[src/rtl/uart_tx_shifter_pkg.sv]
// uart_tx_shifter_pkg: shared UART transmitter constants, state encoding and parity helper
package uart_tx_shifter_pkg;
  localparam int UART_FIFO_WIDTH = 8;
  localparam int UART_FIFO_COUNTER_W = 5;
  localparam int LCR_STOP = 2;
  localparam int LCR_PE = 3;
  localparam int LCR_EPS = 4;
  localparam int LCR_SP = 5;
  localparam int LCR_BC = 6;
  typedef enum logic [2:0] {
    S_IDLE   = 3'd0,
    S_POP    = 3'd1,
    S_START  = 3'd2,
    S_DATA   = 3'd3,
    S_PARITY = 3'd4,
    S_STOP1  = 3'd5,
    S_STOP2  = 3'd6
  } tx_state_e;
  // mode = {stick, even}; x = XOR of the data bits sent
  function automatic logic parity_bit(input logic [1:0] mode, input logic x);
    return mode[1] ? ~mode[0] : (mode[0] ? x : ~x);
  endfunction
endpackage

[src/rtl/uart_tx_shifter_if.sv]
// uart_tx_shifter_if: TX FIFO read port (head word, occupancy, pop strobe)
// master: FIFO side drives tf_data_out/tf_count; slave: shifter side drives tf_pop
interface uart_tx_shifter_if
  import uart_tx_shifter_pkg::*;
#(
  parameter int fifo_width = UART_FIFO_WIDTH,
  parameter int fifo_counter_w = UART_FIFO_COUNTER_W
);
  logic [fifo_width-1:0] tf_data_out;
  logic [fifo_counter_w-1:0] tf_count;
  logic tf_pop;
  modport master (output tf_data_out, output tf_count, input tf_pop);
  modport slave (input tf_data_out, input tf_count, output tf_pop);
endinterface

[src/rtl/uart_tx_shifter.sv]
// uart_tx_shifter: UART serialiser pulling words from the TX FIFO, 16 enables per bit
// Ports: clk, wb_rst_i (async, active high), enable (16x baud pulse), lcr (line control),
//        tf (TX FIFO slave port), stx_pad_o (registered serial line), tstate, tx_busy
module uart_tx_shifter
  import uart_tx_shifter_pkg::*;
#(
  parameter int fifo_width = UART_FIFO_WIDTH,
  parameter int fifo_counter_w = UART_FIFO_COUNTER_W
) (
  input  logic                  clk,
  input  logic                  wb_rst_i,
  input  logic                  enable,
  input  logic [7:0]            lcr,
  uart_tx_shifter_if.slave      tf,
  output logic                  stx_pad_o,
  output logic [2:0]            tstate,
  output logic                  tx_busy
);
  tx_state_e state_q, state_d, frame_end;
  logic [3:0] tick_q, tick_d;
  logic [2:0] bit_q, bit_d;
  logic [fifo_width-1:0] shift_q, shift_d;
  logic par_q, par_d;
  logic stx_q, stx_d;
  logic line_d;
  logic [fifo_counter_w-1:0] count;
  logic nonempty, last_data, lcr_unused;
  assign count = tf.tf_count;
  assign nonempty = count != '0;
  assign last_data = bit_q == 3'(lcr[1:0]) + 3'd4;
  assign frame_end = nonempty ? S_POP : S_IDLE;
  assign lcr_unused = lcr[7];
  assign stx_pad_o = stx_q;
  always_ff @(posedge clk or posedge wb_rst_i) begin
    if (wb_rst_i) begin
      state_q <= S_IDLE;
      tick_q <= '0;
      bit_q <= '0;
      shift_q <= '0;
      par_q <= 1'b0;
      stx_q <= 1'b1;
    end else begin
      state_q <= state_d;
      tick_q <= tick_d;
      bit_q <= bit_d;
      shift_q <= shift_d;
      par_q <= par_d;
      stx_q <= stx_d;
    end
  end
  // par_q accumulates the data XOR, then holds the final parity bit so a
  // mid-bit lcr change cannot disturb the PARITY bit
  always_comb begin
    state_d = state_q;
    tick_d = tick_q;
    bit_d = bit_q;
    shift_d = shift_q;
    par_d = par_q;
    if (state_q == S_POP) begin
      state_d = S_START;
      tick_d = 4'd15;
      bit_d = '0;
      shift_d = tf.tf_data_out;
      par_d = 1'b0;
    end else if (state_q == S_IDLE) begin
      if (enable && nonempty) state_d = S_POP;
    end else if (enable) begin
      tick_d = tick_q - 4'd1;
      if (tick_q == 4'd0) begin
        tick_d = 4'd15;
        case (state_q)
          S_START: state_d = S_DATA;
          S_DATA: begin
            shift_d = shift_q >> 1;
            bit_d = bit_q + 3'd1;
            par_d = par_q ^ shift_q[0];
            if (last_data) begin
              state_d = lcr[LCR_PE] ? S_PARITY : S_STOP1;
              par_d = parity_bit(lcr[LCR_SP:LCR_EPS], par_q ^ shift_q[0]);
            end
          end
          S_PARITY: state_d = S_STOP1;
          S_STOP1: begin
            state_d = lcr[LCR_STOP] ? S_STOP2 : frame_end;
            // 5-bit words with two stop bits use a half-length second stop bit
            if (lcr[LCR_STOP] && lcr[1:0] == 2'b00) tick_d = 4'd7;
          end
          default: state_d = frame_end;
        endcase
      end
    end
  end
  // line level follows the registered-next state so stx_pad_o changes only at bit boundaries
  always_comb begin
    tf.tf_pop = state_q == S_POP && nonempty;
    tx_busy = state_q != S_IDLE;
    tstate = state_q;
    line_d = state_d == S_START ? 1'b0 :
             state_d == S_DATA ? shift_d[0] :
             state_d == S_PARITY ? par_d : 1'b1;
    stx_d = line_d & ~lcr[LCR_BC];
  end
endmodule
[src/flat_wrapper.sv]
// flat-port wrapper written by rule: the top's interface ports become plain ports
module uart_tx_shifter_flat import uart_tx_shifter_pkg::*;
#(
  parameter int fifo_width = UART_FIFO_WIDTH,
  parameter int fifo_counter_w = UART_FIFO_COUNTER_W
)
  (clk, wb_rst_i, enable, lcr, stx_pad_o, tstate, tx_busy, tf_tf_data_out, tf_tf_count, tf_tf_pop);
  uart_tx_shifter_if #(.fifo_width(fifo_width), .fifo_counter_w(fifo_counter_w)) tf_i ();
  input  logic clk;
  input  logic wb_rst_i;
  input  logic enable;
  input  logic [7:0] lcr;
  output logic stx_pad_o;
  output logic [2:0] tstate;
  output logic tx_busy;
  input wire logic [$bits(tf_i.tf_data_out)-1:0] tf_tf_data_out;
  input wire logic [$bits(tf_i.tf_count)-1:0] tf_tf_count;
  output wire logic [$bits(tf_i.tf_pop)-1:0] tf_tf_pop;
  assign tf_i.tf_data_out = tf_tf_data_out;
  assign tf_i.tf_count = tf_tf_count;
  assign tf_tf_pop = tf_i.tf_pop;
  uart_tx_shifter #(.fifo_width(fifo_width), .fifo_counter_w(fifo_counter_w)) u_core (.clk(clk), .wb_rst_i(wb_rst_i), .enable(enable), .lcr(lcr), .tf(tf_i), .stx_pad_o(stx_pad_o), .tstate(tstate), .tx_busy(tx_busy));
endmodule
[config.mk]
export PLATFORM = sky130hd
export DESIGN_NAME = uart_tx_shifter_flat
export DESIGN_NICKNAME = d
export VERILOG_FILES = /design/src/rtl/uart_tx_shifter_pkg.sv /design/src/rtl/uart_tx_shifter_if.sv /design/src/rtl/uart_tx_shifter.sv /design/src/flat_wrapper.sv
export SDC_FILE = /design/constraint.sdc
export NUM_CORES = 1
export LEC_CHECK = 0
export ABC_AREA = 1
export BUFFER_PORTS_ARGS = -buffer_cell sky130_fd_sc_hd__clkbuf_2
export CAP_MARGIN = 20
export CORE_ASPECT_RATIO = 0.75
export CORE_MARGIN = 5
export CORE_UTILIZATION = 47
export CTS_CLUSTER_SIZE = 8
export DETAILED_ROUTE_END_ITERATION = 8
export PLACE_DENSITY = 0.69
export REMOVE_ABC_BUFFERS = 1
export SLEW_MARGIN = 10
export SYNTH_ARGS = -nofsm -noshare
export SYNTH_HDL_FRONTEND = slang
export SYNTH_SLANG_ARGS = --single-unit
[constraint.sdc]
create_clock -name clk -period 2.33 [get_ports clk]
set_clock_uncertainty 0.1 [all_clocks]
set_input_delay 0.233 -clock clk [delete_from_list [all_inputs] [get_ports clk]]
set_output_delay 0.233 -clock clk [all_outputs]
set_load 0.03 [all_outputs]
==> metrics.txt, run 1 <==
status complete, no violations; dpl hpwl 2180 µm; data required time of the critical path 2.00 ns; final setup vio count 0; Post-synth EDFFs 0; RD Place Congestion 0.860; Post-Syn Area 1270 µm²; I/O Pins 30; clock power share 16.7%; TNS Setup 0 ns; Primary FF master, synth dfrtp_1; CTS Buf Count 3; DR vias 1,167; M1 GR Usage 18.7%; clock sink total 20; unrepaired setup endpoints after global routing false; Iter 0 DRT Violations 73; commonest non-fill, non-tap cell in the layout nand2_1; initial antenna violation count 0; most frequent cells in the layout nand2_1 (52), clkbuf_2 (28), inv_1 (26), dfrtp_1 (19), nor2_1 (17); CTS tree yes; Die Span X 70.1 µm; Critical Path Fanout Max 13; Pwr Density ~1100 nW/µm²; vias in the first global route 1,097; Longest Clk Path Bufs 2; final hold violation count 0; P_sw 738 µW; GRT Max-Usage Layer met2; drt total wl around 2800 µm; fmax approximately 0.47 GHz; initial core utilization about 50%; core area 2600 µm²; FILL cells 245; post-synthesis sequential area ratio 39.4%; maximum VDD drop 582 µV; gr ovfl total 0; Worst Tran Pin Value 0.766 ns; Slew headroom 48.9%; largest net degree at the start of global routing 21; Worst Path Arrival 1.77 ns; Tmin final 2.11 ns; final cell count without fillers 241; gr usage total 15.7%; die height 55.1 µm; Logic pwr share a little under half; final slew viol count 0; CP Class flop to output port; met3 Usage GRT 4.69%; crit path capture type output port; drt first pass iters 4; first-pass GRT wire length 4700 µm; Reg power frac 37.6%; Yosys reg bits 20; dpl cells 235; IO Port Bufs 28; Avg Cell Area, Syn 7.37 µm²; n_diodes 0; clk_lat worst skew 0.31 ns; Clock Root Buffer clkbuf_4; clock-pin slew on the worst setup and hold paths 0.13 ns; share of layout cells above drive strength 1 between 20% and 30%; Seq. cell area 502 µm²; # Post-CTS Setup Buffers 0; post-synth cell types 32; total die area 3870 µm²; Layout area overhead 19.8%; Final #Nets 232; Int Power 961 µW; Post-route DRC 0; H-tree depth 1; Wirelength per Cell 11.7 µm; startpoint types flop; LEAKAGE 0.832 nW; ys async rst share 100%; Sw Ratio a little over two fifths; MaxCap Viol Count 0; synthesis warning total 0; antenna-violating nets left 0; min-delay worst type input port to flop; grt met2 use roughly 29%; Syn Inst Count between 150 and 200; standard-cell rows 16; routed vias/inst 4.84; Final period util 90.4%; area of the multi-input gates approximately 650 µm²
## stage by stage
stage / util [%] / hold WS [ns] / setup WS, ns / area (µm²) / total power, mW
floorplan: - / 0.0961 / 0.518 / 1260 / 1.23
global placement: 55.8 / 0.251 / 0.416 / 1450 / 1.38
detailed placement: 55.8 / 0.251 / 0.379 / 1450 / 1.42
CTS: 58.6 / 0.0349 / 0.101 / 1520 / 1.71
global route: 58.7 / 0.0282 / 0.0693 / 1530 / 1.85
finish: 58.7 / 0.0415 / 0.223 / 1530 / 1.70
## timing repair
action,4_1_cts,5_1_grt
setup endpoints to repair,0,1
endpoints found under the hold margin,20,0
hold buffers,2,0
gates resized for setup,0,1
## power by group through the flow
stage,Sequential [mW],Clock (mW),Combinational (mW)
finish,0.639,0.284,0.776
global route,0.661,0.313,0.878
global placement,0.635,0,0.741
detailed placement,0.642,0,0.774
CTS,0.637,0.294,0.779
floorplan,0.681,0,0.545
## cells in the mapped netlist (2+ instances only)
cell	number	area, µm²
inv_1	27	101
nor2_4	2	22.5
a31oi_1	2	12.5
nand3_1	11	55.1
a22o_1	2	17.5
inv_2	2	7.51
dfrtp_1	19	475
a22oi_1	6	45.0
ha_1	2	25.0
o21ai_0	2	10.0
nand2_1	52	195
a21oi_1	3	15.0
nor3_1	6	30.0
nor2_1	17	63.8
nand3b_1	3	22.5
## worst max-delay path, cell delays in order, from the launching register on
cell and delay, ns:
dfrtp_1 0.62, nor2_8 0.09, nand2_4 0.15, clkinvlp_4 0.27, nand2_1 0.14, inv_1 0.04
clkbuf_2 0.17
## area by class of cell
class	count	share of cell area (%)
multi-input combinational	121	42.4
clock inverter	1	1.97
timing repair buffer	31	11.0
clock buffer	3	1.47
inverter	29	7.37
tap	36	2.95
sequential	20	32.8
## per-layer routing
| layer | routed length (µm) | share of wire (%) | up-vias |
|---|---|---|---|
| met4 | 19 | 0.67 | 0 |
| met2 | 1400 | 49 | 24 |
| met1 | 1280 | 45 | 526 |
| met3 | 134 | 4.7 | 2 |
| met5 | 0 | 0 | - |
| li1 | - | - | 615 |
## sequential cells by signal, summed over array words and instances, names as in the netlist
register	cells
u_core.shift_q	8
u_core.stx_pad_o	1
u_core.bit_q	3
u_core.tick_q	4
u_core.par_q	1
u_core.tstate	3
## cell families (layout without fill, tap and decap cells)
family	Yosys count	in the layout	synth area share, %
AND/OR/NAND/NOR	96	96	34.4
buffers and inverters	32	64	9.81
XOR/XNOR	2	2	1.37
AO/OA/AOI/OAI	21	21	13.1
flip-flops	20	20	39.4
adder cells (fa/ha/maj)	2	2	1.96
## path summary, 6_finish.rpt
check	from	end	slack [ns]	cells past startpoint
worst max-delay path	u_core.tstate[2]	tf_tf_pop	0.22	6
worst min-delay path	tf_tf_data_out[7]	u_core.shift_q[7]	0.04	2
worst max register to register	u_core.tick_q[0]	u_core.stx_pad_o	0.34	12
worst min register to register	u_core.shift_q[2]	u_core.shift_q[1]	0.39	2
max in group asynchronous	wb_rst_i	u_core.tstate[0]	1.16	3
min in group asynchronous	wb_rst_i	u_core.bit_q[2]	0.47	3
No activity file was read; power rests on OpenSTA's default activity.
==> run 2, diff against run 1 <==
ABC_AREA = 0   (was 1)
==> metrics.txt, run 2 <==
unrepaired setup endpoints after global routing false; Worst Path Arrival 2.28 ns; FILL cells 228; TNS Setup 0 ns; MaxCap Viol Count 0; Syn Inst Count about 140; Avg Cell Area, Syn between 9 and 10 µm²; Synth area leader dfrtp_1; crit path cell chain inv_1 > ha_2 > or3b_1 > a21o_1 > a211oi_2 > a211o_2 > a21oi_2 > a211oi_2; final hold violation count 0; CTS tree yes; cell mode on critical path a211oi_2; final cell count without fillers 205; Primary FF master, synth dfrtp_1; commonest non-fill, non-tap cell in the layout clkbuf_2; dpl cells between 150 and 200; Max stage delay on crit path 0.41 ns; synthesis warning total 0; reg-to-reg slack, setup 0.18 ns; Post-route DRC 0; RD Place Congestion 0.797; post-synthesis sequential area ratio 40.3%; drt first pass iters 4; largest net degree at the start of global routing 21; data required time of the critical path around 2.5 ns; core area 2580 µm²; post-synth top area share around two fifths; Tmin final around 2.1 ns; Synth top cells by count dfrtp_1 (19), nand2_1 (13), nor2_1 (13), o21ai_0 (13), a21oi_1 (11); IO Port Bufs 28; Sw Ratio 36.6%; Die Span X 69.4 µm; vias in the first global route about 1,100; maximum VDD drop 397 µV; CP Class flop to flop; I/O Pins 30; LEAKAGE approximately 0.63 nW; Area contributors post-synth dfrtp_1 (38%), o21ai_0 (5.2%), o22ai_1 (4.5%); fmax ~0.47 GHz; RR Startpoint u_core.tick_q[0]; drt total wl between 2000 and 3000 µm; Int Power 680 µW; CP Buf/Inv Count 1; Critical Path Slowest Stage Cell dfrtp_1; ys async rst share 100%; WHS Endpoint u_core.shift_q[7]; Longest Clk Path Bufs 2; share of layout cells above drive strength 1 30.2%; DR vias 1,135; Logic pwr share 36.4%; Post-Syn Area 1240 µm²; clk_lat worst skew 0.31 ns; Largest register FFs 8; Pwr Density 720 nW/µm²; P_sw 393 µW; crit path capture type flop; H-tree depth 1; standard-cell rows 16; r2r endpoint u_core.stx_pad_o; clock-pin slew on the worst setup and hold paths 0.12 ns; gr ovfl total 0; Layout area overhead 19.9%; Hold Crit Depth 3; source of the worst hold timing path tf_tf_data_out[7]; largest registers u_core.shift_q: 8 flops, u_core.tick_q: 4 flops; post-synth cell types 47; Slew headroom 47.5%; most frequent cells in the layout clkbuf_2 (28), dfrtp_1 (19), nand2_1 (13), nor2_1 (13), o21ai_0 (13); first-pass GRT wire length 4960 µm; initial core utilization 48.2%; min-delay worst type input port to flop; n_diodes 0; Iter 0 DRT Violations 52; routed vias/inst between 5 and 6; Clock Root Buffer clkbuf_4; final setup vio count 0; Reg with most FFs u_core.shift_q; initial antenna violation count 0; top-count cell post-synth dfrtp_1; Critical Path Fanout Max 8; status complete, no violations; # Post-CTS Setup Buffers 0; Reg power frac 44.0%; antenna-violating nets left 0; clock sink total 20; CTS Buf Count 3; Final period util ~92%; gr usage total 16.7%; R2R cell count 8; dpl hpwl 2220 µm; Yosys reg bits 20; Post-synth EDFFs 0; startpoint types flop; Worst Tran Pin Value 0.787 ns; final slew viol count 0; die height 54.6 µm; Final #Nets 196; total die area 3790 µm²; clock power share about a fifth; CP delay by family, top compound AO/OA/AOI/OAI gates; Wirelength per Cell 14.2 µm
## run 2: changes by cell type after synthesis, moves of 6 or more
cell	change
nand3_1	-8
a22oi_1	-6
o21ai_0	+11
inv_1	-22
nand2_1	-39
o22ai_1	+8
a21oi_1	+8
## run 2: layout make-up
class / instances / area, µm² / area share (%)
Inverter: 5 / 18.8 / 1.26
Sequential cell: 20 / 502 / 33.6
Timing Repair Buffer: 34 / 190 / 12.8
Multi-Input combinational cell: 106 / 699 / 46.9
Tap cell: 36 / 45.0 / 3.02
Clock buffer: 4 / 36.3 / 2.43
## run 2: worst max path at each step
stage                startpoint          endpoint  slack [ns]  depth (start not counted)
2_1_floorplan  u_core.tstate[1]  u_core.stx_pad_o        0.25                          6
3_3_place_gp   u_core.tick_q[0]  u_core.stx_pad_o        0.19                          7
3_5_place_dp   u_core.tick_q[0]  u_core.stx_pad_o        0.11                          8
4_1_cts        u_core.tick_q[0]  u_core.stx_pad_o        0.09                          8
5_1_grt        u_core.tick_q[0]  u_core.stx_pad_o        0.06                          8
6_report       u_core.tick_q[0]  u_core.stx_pad_o        0.18                          8
## run 2: logic make-up after synthesis
logic type / Yosys count / share of synthesized area, %
multiplexers: 2 / 1.61
AND/OR/NAND/NOR: 49 / 22.0
adder cells (fa/ha/maj): 2 / 2.01
flip-flops: 20 / 40.3
buffers and inverters: 12 / 5.23
XOR/XNOR: 3 / 2.11
AO/OA/AOI/OAI: 50 / 26.7
## run 2: worst reg2reg max path, stage by stage (launching register included)
cell,delay [ns]
dfrtp_1,0.41
inv_1,0.09
ha_2,0.27
or3b_1,0.39
a21o_1,0.20
a211oi_2,0.18
a211o_2,0.16
a21oi_2,0.06
a211oi_2,0.22
## run 2: timing repair
| item | CTS | global route |
|---|---|---|
| setup endpoints to repair | 0 | 1 |
| hold buffers | 2 | 0 |
| endpoints found under the hold margin | 20 | 0 |
| gates resized for setup | 0 | 4 |
## run 2: power groups by stage
stage                     Clock, mW  Sequential (mW)  Combinational (mW)
after floorplan                   0            0.483               0.234
after global placement            0            0.473               0.351
after detailed placement          0            0.476               0.363
after CTS                     0.213            0.468               0.368
after global routing          0.225            0.481               0.435
final                         0.210            0.472               0.391
## run 2: per-layer routing
metal / part of all wire, % / routed length (µm) / GRT usage (%) / up-vias
met5: 0 / 0 / 0 / -
li1: - / - / - / 568
met1: 48 / 1390 / 21.4 / 526
met3: 6.1 / 177 / 4.95 / 2
met2: 46 / 1340 / 28.3 / 39
met4: 0.27 / 8 / 3.90 / 0
## run 2: through the flow
step / utilization [%] / power (mW) / cell area (µm²) / hold WS (ns) / setup WS [ns]
finish: 57.8 / 1.07 / 1490 / 0.0841 / 0.182
global route: 57.8 / 1.14 / 1490 / 0.0889 / 0.0585
CTS: 56.9 / 1.05 / 1470 / 0.0785 / 0.0890
detailed placement: 54.7 / 0.839 / 1410 / 0.262 / 0.112
global placement: 54.7 / 0.824 / 1410 / 0.256 / 0.190
floorplan: - / 0.717 / 1200 / 0.0961 / 0.253
